### config.mk
export PLATFORM = sky130hd
export DESIGN_NAME = compound_fanout
export DESIGN_NICKNAME = d
export VERILOG_FILES = /design/src/rtl/compound_fanout_pkg.sv /design/src/rtl/compound_fanout_fifo.sv /design/src/rtl/compound_fanout.sv
export SDC_FILE = /design/constraint.sdc
export NUM_CORES = 1
export LEC_CHECK = 0
export BUFFER_PORTS_ARGS = -buffer_cell sky130_fd_sc_hd__buf_4
export CORE_MARGIN = 10
export CORE_UTILIZATION = 25
export CTS_CLUSTER_DIAMETER = 100
export DETAILED_ROUTE_END_ITERATION = 16
export HOLD_SLACK_MARGIN = 0.12
export PLACE_DENSITY = 0.43
export SETUP_SLACK_MARGIN = 0.1
export SLEW_MARGIN = 10
export SYNTH_ARGS = -nofsm -noshare
export SYNTH_HDL_FRONTEND = slang
export SYNTH_SLANG_ARGS = --single-unit
### constraint.sdc
create_clock -name clk -period 2.6 [get_ports clk]
set_clock_uncertainty 0.05 [all_clocks]
set_input_delay 0.52 -clock clk [delete_from_list [all_inputs] [get_ports clk]]
set_output_delay 0.52 -clock clk [all_outputs]
set_load 0.02 [all_outputs]
### src/rtl/compound_fanout_pkg.sv
// Shared types for the compound fan-out block: payload type, FSM sections,
// distribution modes and parameter defaults.
package top_level_types;
  typedef struct packed {
    logic [7:0]  tag;
    logic [15:0] data;
  } CompoundType;
endpackage

package compound_fanout_types;
  typedef enum logic [1:0] {
    SEC_IDLE  = 2'd0,
    SEC_PUSH  = 2'd1,
    SEC_FLUSH = 2'd2
  } Sections;

  localparam int MODE_BCAST = 0;
  localparam int MODE_RR    = 1;

  localparam int DEF_NUM_CH = 2;
  localparam int DEF_DEPTH  = 4;
  localparam int DEF_MODE   = MODE_BCAST;

  // Pointer width that stays at least one bit for a single channel.
  function automatic int ptr_width(input int n);
    return (n > 1) ? $clog2(n) : 1;
  endfunction
endpackage

### src/rtl/compound_fanout_fifo.sv
// Per-channel FIFO with a combinational head view, masked to zero when empty
// so an empty channel never shows stale payload.
module compound_fifo #(
  parameter int  DEPTH = 4,
  parameter type T     = logic [7:0],
  localparam int AW    = $clog2(DEPTH),
  localparam int CW    = $clog2(DEPTH) + 1
) (
  input  logic          clk,
  input  logic          i_rst_n,
  input  logic          i_clr,
  input  logic          i_push,
  input  logic          i_pop,
  input  T              i_din,
  output T              o_dout,
  output logic          o_full,
  output logic          o_empty,
  output logic [CW-1:0] o_count
);
  T              r_mem [DEPTH];
  logic [AW-1:0] r_wr_ptr;
  logic [AW-1:0] r_rd_ptr;
  logic [CW-1:0] r_count;
  logic          w_do_push;
  logic          w_do_pop;

  assign o_full    = (r_count == CW'(DEPTH));
  assign o_empty   = (r_count == '0);
  assign w_do_push = i_push && !o_full && !i_clr;
  assign w_do_pop  = i_pop && !o_empty && !i_clr;

  always_ff @(posedge clk) begin
    if (w_do_push) r_mem[r_wr_ptr] <= i_din;
  end

  always_ff @(posedge clk or negedge i_rst_n) begin
    if (!i_rst_n) begin
      r_wr_ptr <= '0;
      r_rd_ptr <= '0;
      r_count  <= '0;
    end else if (i_clr) begin
      r_wr_ptr <= '0;
      r_rd_ptr <= '0;
      r_count  <= '0;
    end else begin
      if (w_do_push) r_wr_ptr <= r_wr_ptr + AW'(1);
      if (w_do_pop)  r_rd_ptr <= r_rd_ptr + AW'(1);
      r_count <= r_count + CW'(w_do_push) - CW'(w_do_pop);
    end
  end

  assign o_dout  = o_empty ? '0 : r_mem[r_rd_ptr];
  assign o_count = r_count;
endmodule

### src/rtl/compound_fanout.sv
// Fans a captured sample out to NUM_CH blocking FIFO channels, either as a
// broadcast or round-robin, with a stall counter for blocked push cycles.
module compound_fanout
  import top_level_types::*;
  import compound_fanout_types::*;
#(
  parameter int NUM_CH = DEF_NUM_CH,
  parameter int DEPTH  = DEF_DEPTH,
  parameter int MODE   = DEF_MODE
) (
  input  logic                     clk,
  input  logic                     rst,
  input  CompoundType              m_in,
  input  logic                     m_in_en,
  input  logic                     flush,
  output CompoundType [NUM_CH-1:0] b_out,
  output logic [NUM_CH-1:0]        b_out_notify,
  input  logic [NUM_CH-1:0]        b_out_sync,
  output Sections                  section_out,
  output logic [15:0]              stall_cnt
);
  localparam int PW = ptr_width(NUM_CH);
  localparam int CW = $clog2(DEPTH) + 1;

  logic              r_rst_q;
  Sections           r_section;
  CompoundType       r_hold;
  logic [PW-1:0]     r_rr_ptr;
  logic [15:0]       r_stall;
  logic [NUM_CH-1:0] w_full;
  logic [NUM_CH-1:0] w_empty;
  logic [NUM_CH-1:0] w_push;
  logic [NUM_CH-1:0] w_pop;
  logic [CW-1:0]     w_count [NUM_CH];
  logic              w_can_push;
  logic              w_push_fire;
  logic              w_fifo_clr;

  // Reset asserts immediately but releases one clock later, so the first
  // state update lands on the second edge after rst rises.
  always_ff @(posedge clk or negedge rst) begin
    if (!rst) r_rst_q <= 1'b0;
    else      r_rst_q <= 1'b1;
  end

  always_comb begin
    w_can_push = 1'b0;
    if (MODE == MODE_RR) w_can_push = !w_full[r_rr_ptr];
    else                 w_can_push = ~|w_full;
  end

  assign w_push_fire = (r_section == SEC_PUSH) && !flush && w_can_push;
  assign w_fifo_clr  = flush || (r_section == SEC_FLUSH);

  genvar gi;
  generate
    for (gi = 0; gi < NUM_CH; gi++) begin : g_ch
      assign w_push[gi]       = w_push_fire && ((MODE != MODE_RR) || (r_rr_ptr == PW'(gi)));
      assign w_pop[gi]        = b_out_sync[gi] && !w_empty[gi];
      assign b_out_notify[gi] = !w_empty[gi];

      compound_fifo #(
        .DEPTH (DEPTH),
        .T     (CompoundType)
      ) u_fifo (
        .clk     (clk),
        .i_rst_n (r_rst_q),
        .i_clr   (w_fifo_clr),
        .i_push  (w_push[gi]),
        .i_pop   (w_pop[gi]),
        .i_din   (r_hold),
        .o_dout  (b_out[gi]),
        .o_full  (w_full[gi]),
        .o_empty (w_empty[gi]),
        .o_count (w_count[gi])
      );

      always_comb assert (w_count[gi] <= CW'(DEPTH));
    end
  endgenerate

  always_ff @(posedge clk or negedge r_rst_q) begin
    if (!r_rst_q) begin
      r_section <= SEC_IDLE;
      r_hold    <= '0;
      r_rr_ptr  <= '0;
      r_stall   <= '0;
    end else if (flush) begin
      r_section <= SEC_FLUSH;
      r_hold    <= '0;
      r_rr_ptr  <= '0;
    end else begin
      case (r_section)
        SEC_IDLE: begin
          if (m_in_en) begin
            r_hold    <= m_in;
            r_section <= SEC_PUSH;
          end
        end
        SEC_PUSH: begin
          if (w_can_push) begin
            r_section <= SEC_IDLE;
            if (MODE == MODE_RR)
              r_rr_ptr <= (r_rr_ptr == PW'(NUM_CH - 1)) ? '0 : r_rr_ptr + PW'(1);
          end else if (r_stall != 16'hFFFF) begin
            r_stall <= r_stall + 16'd1;
          end
        end
        SEC_FLUSH: begin
          r_section <= SEC_IDLE;
          r_hold    <= '0;
          r_rr_ptr  <= '0;
        end
        default: r_section <= SEC_IDLE;
      endcase
    end
  end

  assign section_out = r_section;
  assign stall_cnt   = r_stall;
endmodule

**Yosys cells after proc, flatten, opt, wreduce, memory -nomap -nowiden**

Memory sizes are Yosys's and may differ from the RTL's.
Index checks and enable logic that the tools add are counted.

- Register bits after elaboration: 57
- RAM bits: 192
- Input bits: 30
- Output and inout port bits: 68
- Logic and storage cells: 85
- Memories kept: 2

Memories:

| name | words | width | rd ports | clocked after Yosys merged registers in | write ports | line | source |
|---|---|---|---|---|---|---|---|
| g_ch[0].u_fifo.r_mem | 4 | 24 | 1 | 0 | 1 | compound_fanout_fifo.sv:20 | `T r_mem [DEPTH];` |
| g_ch[1].u_fifo.r_mem | 4 | 24 | 1 | 0 | 1 | compound_fanout_fifo.sv:20 |  |

- Add/subtract/negate cells: 9
- Equal/unequal tests: 7
- Multiplexer cells: 23
- Bitwise operators: 1
- Reductions and logical operators: 32

Operators by type and width:

| cell | count |
|---|---|
| $mux W24 | 4 |
| $pmux W24 S2 | 1 |
| $mux W2 | 11 |
| $add A16 B1 Y16 const B | 1 |
| $ne A16 B16 Y1 const B | 1 |
| $logic_and A1 B1 Y1 | 12 |
| $add A2 B1 Y2 const B | 4 |
| $reduce_bool A2 Y1 | 4 |
| $logic_not A1 Y1 | 7 |
| $add A3 B1 Y3 | 2 |
| $eq A3 B3 Y1 const B | 2 |
| $logic_not A3 Y1 | 2 |
| $mux W3 | 2 |
| $ne A3 B3 Y1 const B | 2 |
| $sub A3 B1 Y3 | 2 |
| $mux W1 | 4 |
| $pmux W2 S2 | 1 |
| $reduce_and A2 Y1 | 2 |
| $reduce_and A4 Y1 | 1 |
| $reduce_bool A3 Y1 | 1 |
| $eq A2 B1 Y1 const B | 1 |
| $eq A2 B2 Y1 const B | 1 |
| $logic_not A2 Y1 | 1 |
| $reduce_or A2 Y1 | 1 |
| 2 further kinds | 2 |

**Longest topological paths before layout**

- Depth in word-level cells: 9
- Depth in mapped cells: 12
- Gate-level depth less buffers: 11

**Modules after synthesis**

Synthesis repeated with hierarchy kept, for this count alone.

- Cell total of the unflattened synthesis: 597
- Area, all modules: 10,286.1 sq um

Modules (own cells, without submodules):

| module | times used | cells an instance | area an instance (sq um) | sequential area each (sq um) |
|---|---|---|---|---|
| compound_fifo at g_ch[1].u_fifo | 1 | 201 | 4,187.8 | 3,057.9 |
| compound_fifo at g_ch[0].u_fifo | 1 | 200 | 4,119.0 | 3,057.9 |
| compound_fanout | 1 | 196 | 1,979.4 | 1,076.0 |

**Worst setup path before layout**

OpenSTA, ideal clock, no wires.

- Path type: register to register
- Start: reg r_section[1], in the netlist section_out[1]
- End: reg g_ch[1].u_fifo.r_count[2]
- Library setup time: 132 ps
- Arrival time: 2,306 ps
- Required time: 2,418 ps
- Slack: 112 ps
- Stages on the path, launching flop included: 12
- Buffers on the path: 1
- Period minus slack after synthesis: 2,488 ps
- Cells stage by stage: dfrtp_1 -> a21o_1 -> clkbuf_1 -> nor2_1 -> ha_1 -> inv_1 -> ha_1 -> inv_1 -> fa_1 -> xor2_1 -> xnor2_1 -> nor2_1

- Word-level cells in the longest chain between the ends: 8
- Elaborated cells between the ends (all ways): 12
- Classes of those cells: add/sub (2); eq/ne (2); mux (1); reduce/logical (7)

Ends and longest elaborated chain:

| element | line | source |
|---|---|---|
| from (decl) | compound_fanout.sv:26 | `Sections r_section;` |
| from (signal assigned) | compound_fanout.sv:84 | `r_section <= SEC_IDLE;` |
| from (signal assigned) | compound_fanout.sv:89 | `r_section <= SEC_FLUSH;` |
| from (signal assigned) | compound_fanout.sv:97 | `r_section <= SEC_PUSH;` |
| $eq A2 B1 Y1 | compound_fanout.sv:52 | `assign w_push_fire = (r_section == SEC_PUSH) && !flush && w_can_push;` |
| $logic_and A1 B1 Y1 (2 in series) | compound_fanout.sv:52 |  |
| $logic_and A1 B1 Y1 (2 in series) | compound_fanout_fifo.sv:29 | `assign w_do_push = i_push && !o_full && !i_clr;` |
| $add A3 B1 Y3 | compound_fanout_fifo.sv:48 | `r_count <= r_count + CW'(w_do_push) - CW'(w_do_pop);` |
| $sub A3 B1 Y3 | compound_fanout_fifo.sv:48 |  |
| $mux W3 (*) | compound_fanout_fifo.sv:41 | `end else if (i_clr) begin` |
| to (signal assigned) | compound_fanout_fifo.sv:48 |  |
| to (decl) | compound_fanout_fifo.sv:23 | `logic [CW-1:0] r_count;` |

Every way passes the cells marked *; elsewhere a longest branch is shown, timed or not.
A chain may end at the register's enable or synchronous reset.

==> results.py <==
metrics = {
    "logic_synthesis": {
        "syn_inst": 576,
        "syn_nets": 621,
        "yosysTopAreaCellShare": 0.580,
        "synthFlopType": "edfxtp_1",
        "yosysUniqueCellTypes": 35,
        "synth_edf_count": 192,
        "synth_seq_area_share": 0.723,
        "syn_area_um2": 9940,
        "async_reset_ff_frac": 0.229,
        "yosys_warnings": 0,
        "synth_area_leaders": "edfxtp_1, dfrtp_1, mux4_2, and2_1, nand2_1",
        "ys_seq_elements": 249,
        "yosysTopAreaCell": "edfxtp_1",
        "syn_avg_cell_area_um2": 17.3,
    },
    "grt": {
        "antenna_found_initial": 1,
        "grt_pass1_vias": 5839,
        "grtUsageTotal": 0.101,
        "grt_max_degree": 49,
        "overflow": 0,
        "grt_pass1_wl_um": 36700,
    },
    "floorplan": {
        "coreArea_um2": 39500,
        "rows": 73,
        "start_util": 0.251,
        "die-area_um2": 48200,
        "die_h_um": 219,
        "boundaryPins": 98,
        "die_w_um": 219,
    },
    "cts": {
        "cts_buffers": 27,
        "cts.path.max_buffers": 3,
        "cts.sinks": 249,
        "clk_pin_slew_ns": 0.06,
        "clock-root-buffer": "clkbuf_16",
        "cts_tree": "built",
        "htreeDepth": 1,
        "insertion_delay_ns": 0.54,
    },
    "final_layout": {
        "regArea_um2": 7200,
        "multi_input_area_um2": 2720,
        "nFillCells": 3849,
        "n_antenna_cell": 0,
        "final_layout_size_suffix_gt1_frac": 0.401,
        "final_nets": 763,
        "design_area_um2": 12800,
        "area_growth_pct": 29.2,
    },
    "setup_path": {
        "end_kind": "primary output",
        "worst_r2r_path_depth": 11,
        "cp.required_ns": 2.03,
        "crit_fanout": 6,
        "path_class": "flop to primary output",
        "cp.arrival_ns": 2.02,
        "r2r_slack_ns": 0.22,
        "start_kind": "flop",
    },
    "power_and_ir_drop": {
        "p_per_area_nw_per_um2": 638,
        "p_total_w": 0.00819,
        "power.leakage_nw": 4.78,
        "irDropWorstVdd_mv": 0.470,
    },
    "timing": {
        "rsz0062_at_grt": "true",
        "whs_ns": 0.174,
        "slew_viol_final": 0,
        "hold_viol_final": 0,
        "fin_crit_ns": 2.59,
        "worst_slack_ns": 0.0111,
        "finalCritPeriodShare": 0.996,
        "fmax_mhz": 386,
        "worstMarginPinSlew_ns": 0.554,
        "finalSetupViolCount": 0,
        "slew_headroom": 0.631,
        "tns_ns": 0,
    },
    "detailed_routing": {
        "vias": 5318,
        "first_pass_iters": 4,
        "routed_wl_um": 24400,
        "vias_per_cell": 4.21,
        "wl_per_cell_um": 19.3,
        "drt_iter0_markers": 214,
        "remaining_drc_errors": 0,
        "final_antenna_net_count": 0,
    },
    "run_status": {
        "status": "completed",
    },
    "place": {
        "io_buffers": 97,
        "routabilityCongestion": 0.776,
        "place_area_um2": 11500,
        "dp_slack_ns": 0.117,
        "dp_hpwl_um": 15800,
    },
    "hold_path": {
        "whs_path_depth": 3,
        "worstHoldPathType": "input port to flop",
    },
    "job": {
        "cap_violations": 0,
    },
}
-- final cells by class --
class / instances / share of cell area
clock buffer: 38 / 0.0582
clock inverter: 11 / 0.00721
inverter: 13 / 0.00380
multi-input combinational: 284 / 0.212
sequential: 249 / 0.560
tap: 525 / 0.0511
timing repair buffer: 143 / 0.108
-- registers in the layout, summed over array words and instances, names as in the netlist --
signal and cells:
g_ch.u_fifo.o_count 6, g_ch.u_fifo.r_rd_ptr 4, r_hold 24, r_rst_q 1, g_ch.u_fifo.r_mem 192, stall_cnt 16, section_out 2, g_ch.u_fifo.r_wr_ptr 4
-- cells in the mapped netlist (2+ instances only) --
cell / n
inv_1: 13
o21ai_0: 24
xor2_1: 8
nor2_1: 22
ha_1: 13
buf_1: 2
dfrtp_1: 57
mux2i_1: 2
xnor2_1: 17
edfxtp_1: 192
buf_2: 9
mux4_2: 48
clkbuf_1: 16
and4_4: 2
or3_1: 2
fa_1: 2
and3_1: 3
nand2_1: 57
and2_1: 56
nand3_1: 7
nor3_1: 2
nor3b_2: 2
nand4_1: 6
and4_1: 2
buf_4: 2
-- logic make-up after synthesis --
family	count (synthesis)	share of synthesized area
multiplexers	51	0.112
AO/OA/AOI/OAI	29	0.0179
other	1	0.000377
adder cells (fa/ha/maj)	15	0.0204
buffers and inverters	43	0.0189
XOR/XNOR	25	0.0220
AND/OR/NAND/NOR	163	0.0854
flip-flops	249	0.723
-- cells in the final DEF, fill, tap and decap left out, drive strengths merged, types with 2 or more instances in the layout --
master / count
or3: 2
nor3: 2
mux2i: 2
nand2: 57
and3: 3
clkinv: 9
nand4: 7
and2: 56
nor3b: 2
nor2: 23
ha: 13
nand3: 7
edfxtp: 192
dlygate4sd3: 2
buf: 140
o21ai: 24
inv: 14
dfrtp: 57
clkbuf: 39
xor2: 8
xnor2: 17
and4: 4
fa: 2
mux4: 48
-- where the power goes --
group / leakage (nW) / internal (W) / switching, W / total [W]
Sequential: 2.63 / 0.00433 / 0.0000576 / 0.00438
Clock: 0.418 / 0.00210 / 0.00150 / 0.00360
Combinational: 1.73 / 0.0000911 / 0.000111 / 0.000202
-- critical path, cell delays in order, from the launching register on --
cell       delay [ns]
dfrtp_2          0.39
buf_4            0.14
clkbuf_16        0.15
mux4_2           0.50
and2_4           0.17
buf_6            0.12
-- through the flow --
stage               cells   util
CTS                  1255  0.322
global placement     1203  0.291
floorplan             576      -
global route         1263  0.325
finish               1263  0.325
detailed placement   1203  0.291
-- metal layers --
metal,vias to the layer above,part of all wire,GRT usage
li1,2433,-,-
met2,103,0.47,0.162
met3,31,0.055,0.0253
met1,2749,0.45,0.134
met5,-,0.00053,0
met4,2,0.018,0.0218
-- path summary, 6_finish.rpt --
check                                                            start                                   to
max in group asynchronous                            r_rst_q$_DFF_PN0_                r_hold[4]$_DFFE_PN0P_
min in group asynchronous                            r_rst_q$_DFF_PN0_            stall_cnt[11]$_DFFE_PN0P_
worst min register to register                       r_rst_q$_DFF_PN0_            stall_cnt[11]$_DFFE_PN0P_
worst max register to register     g_ch[0].u_fifo.o_count[0]$_DFF_PN0_  g_ch[0].u_fifo.o_count[2]$_DFF_PN0_
worst max-delay path            g_ch[1].u_fifo.r_rd_ptr[0]$_DFFE_PN0P_                            b_out[42]
worst min-delay path                                          m_in[21]               r_hold[21]$_DFFE_PN0P_
-- repair_timing --
item,in CTS,in global routing
hold buffers,2,0
pin swaps,1,1
endpoints found under the setup margin,48,50
gates resized for setup,106,9
hold endpoints to repair,2,0
setup buffers,1,7
gates cloned,0,1
Power figures use the tool's default switching activity.
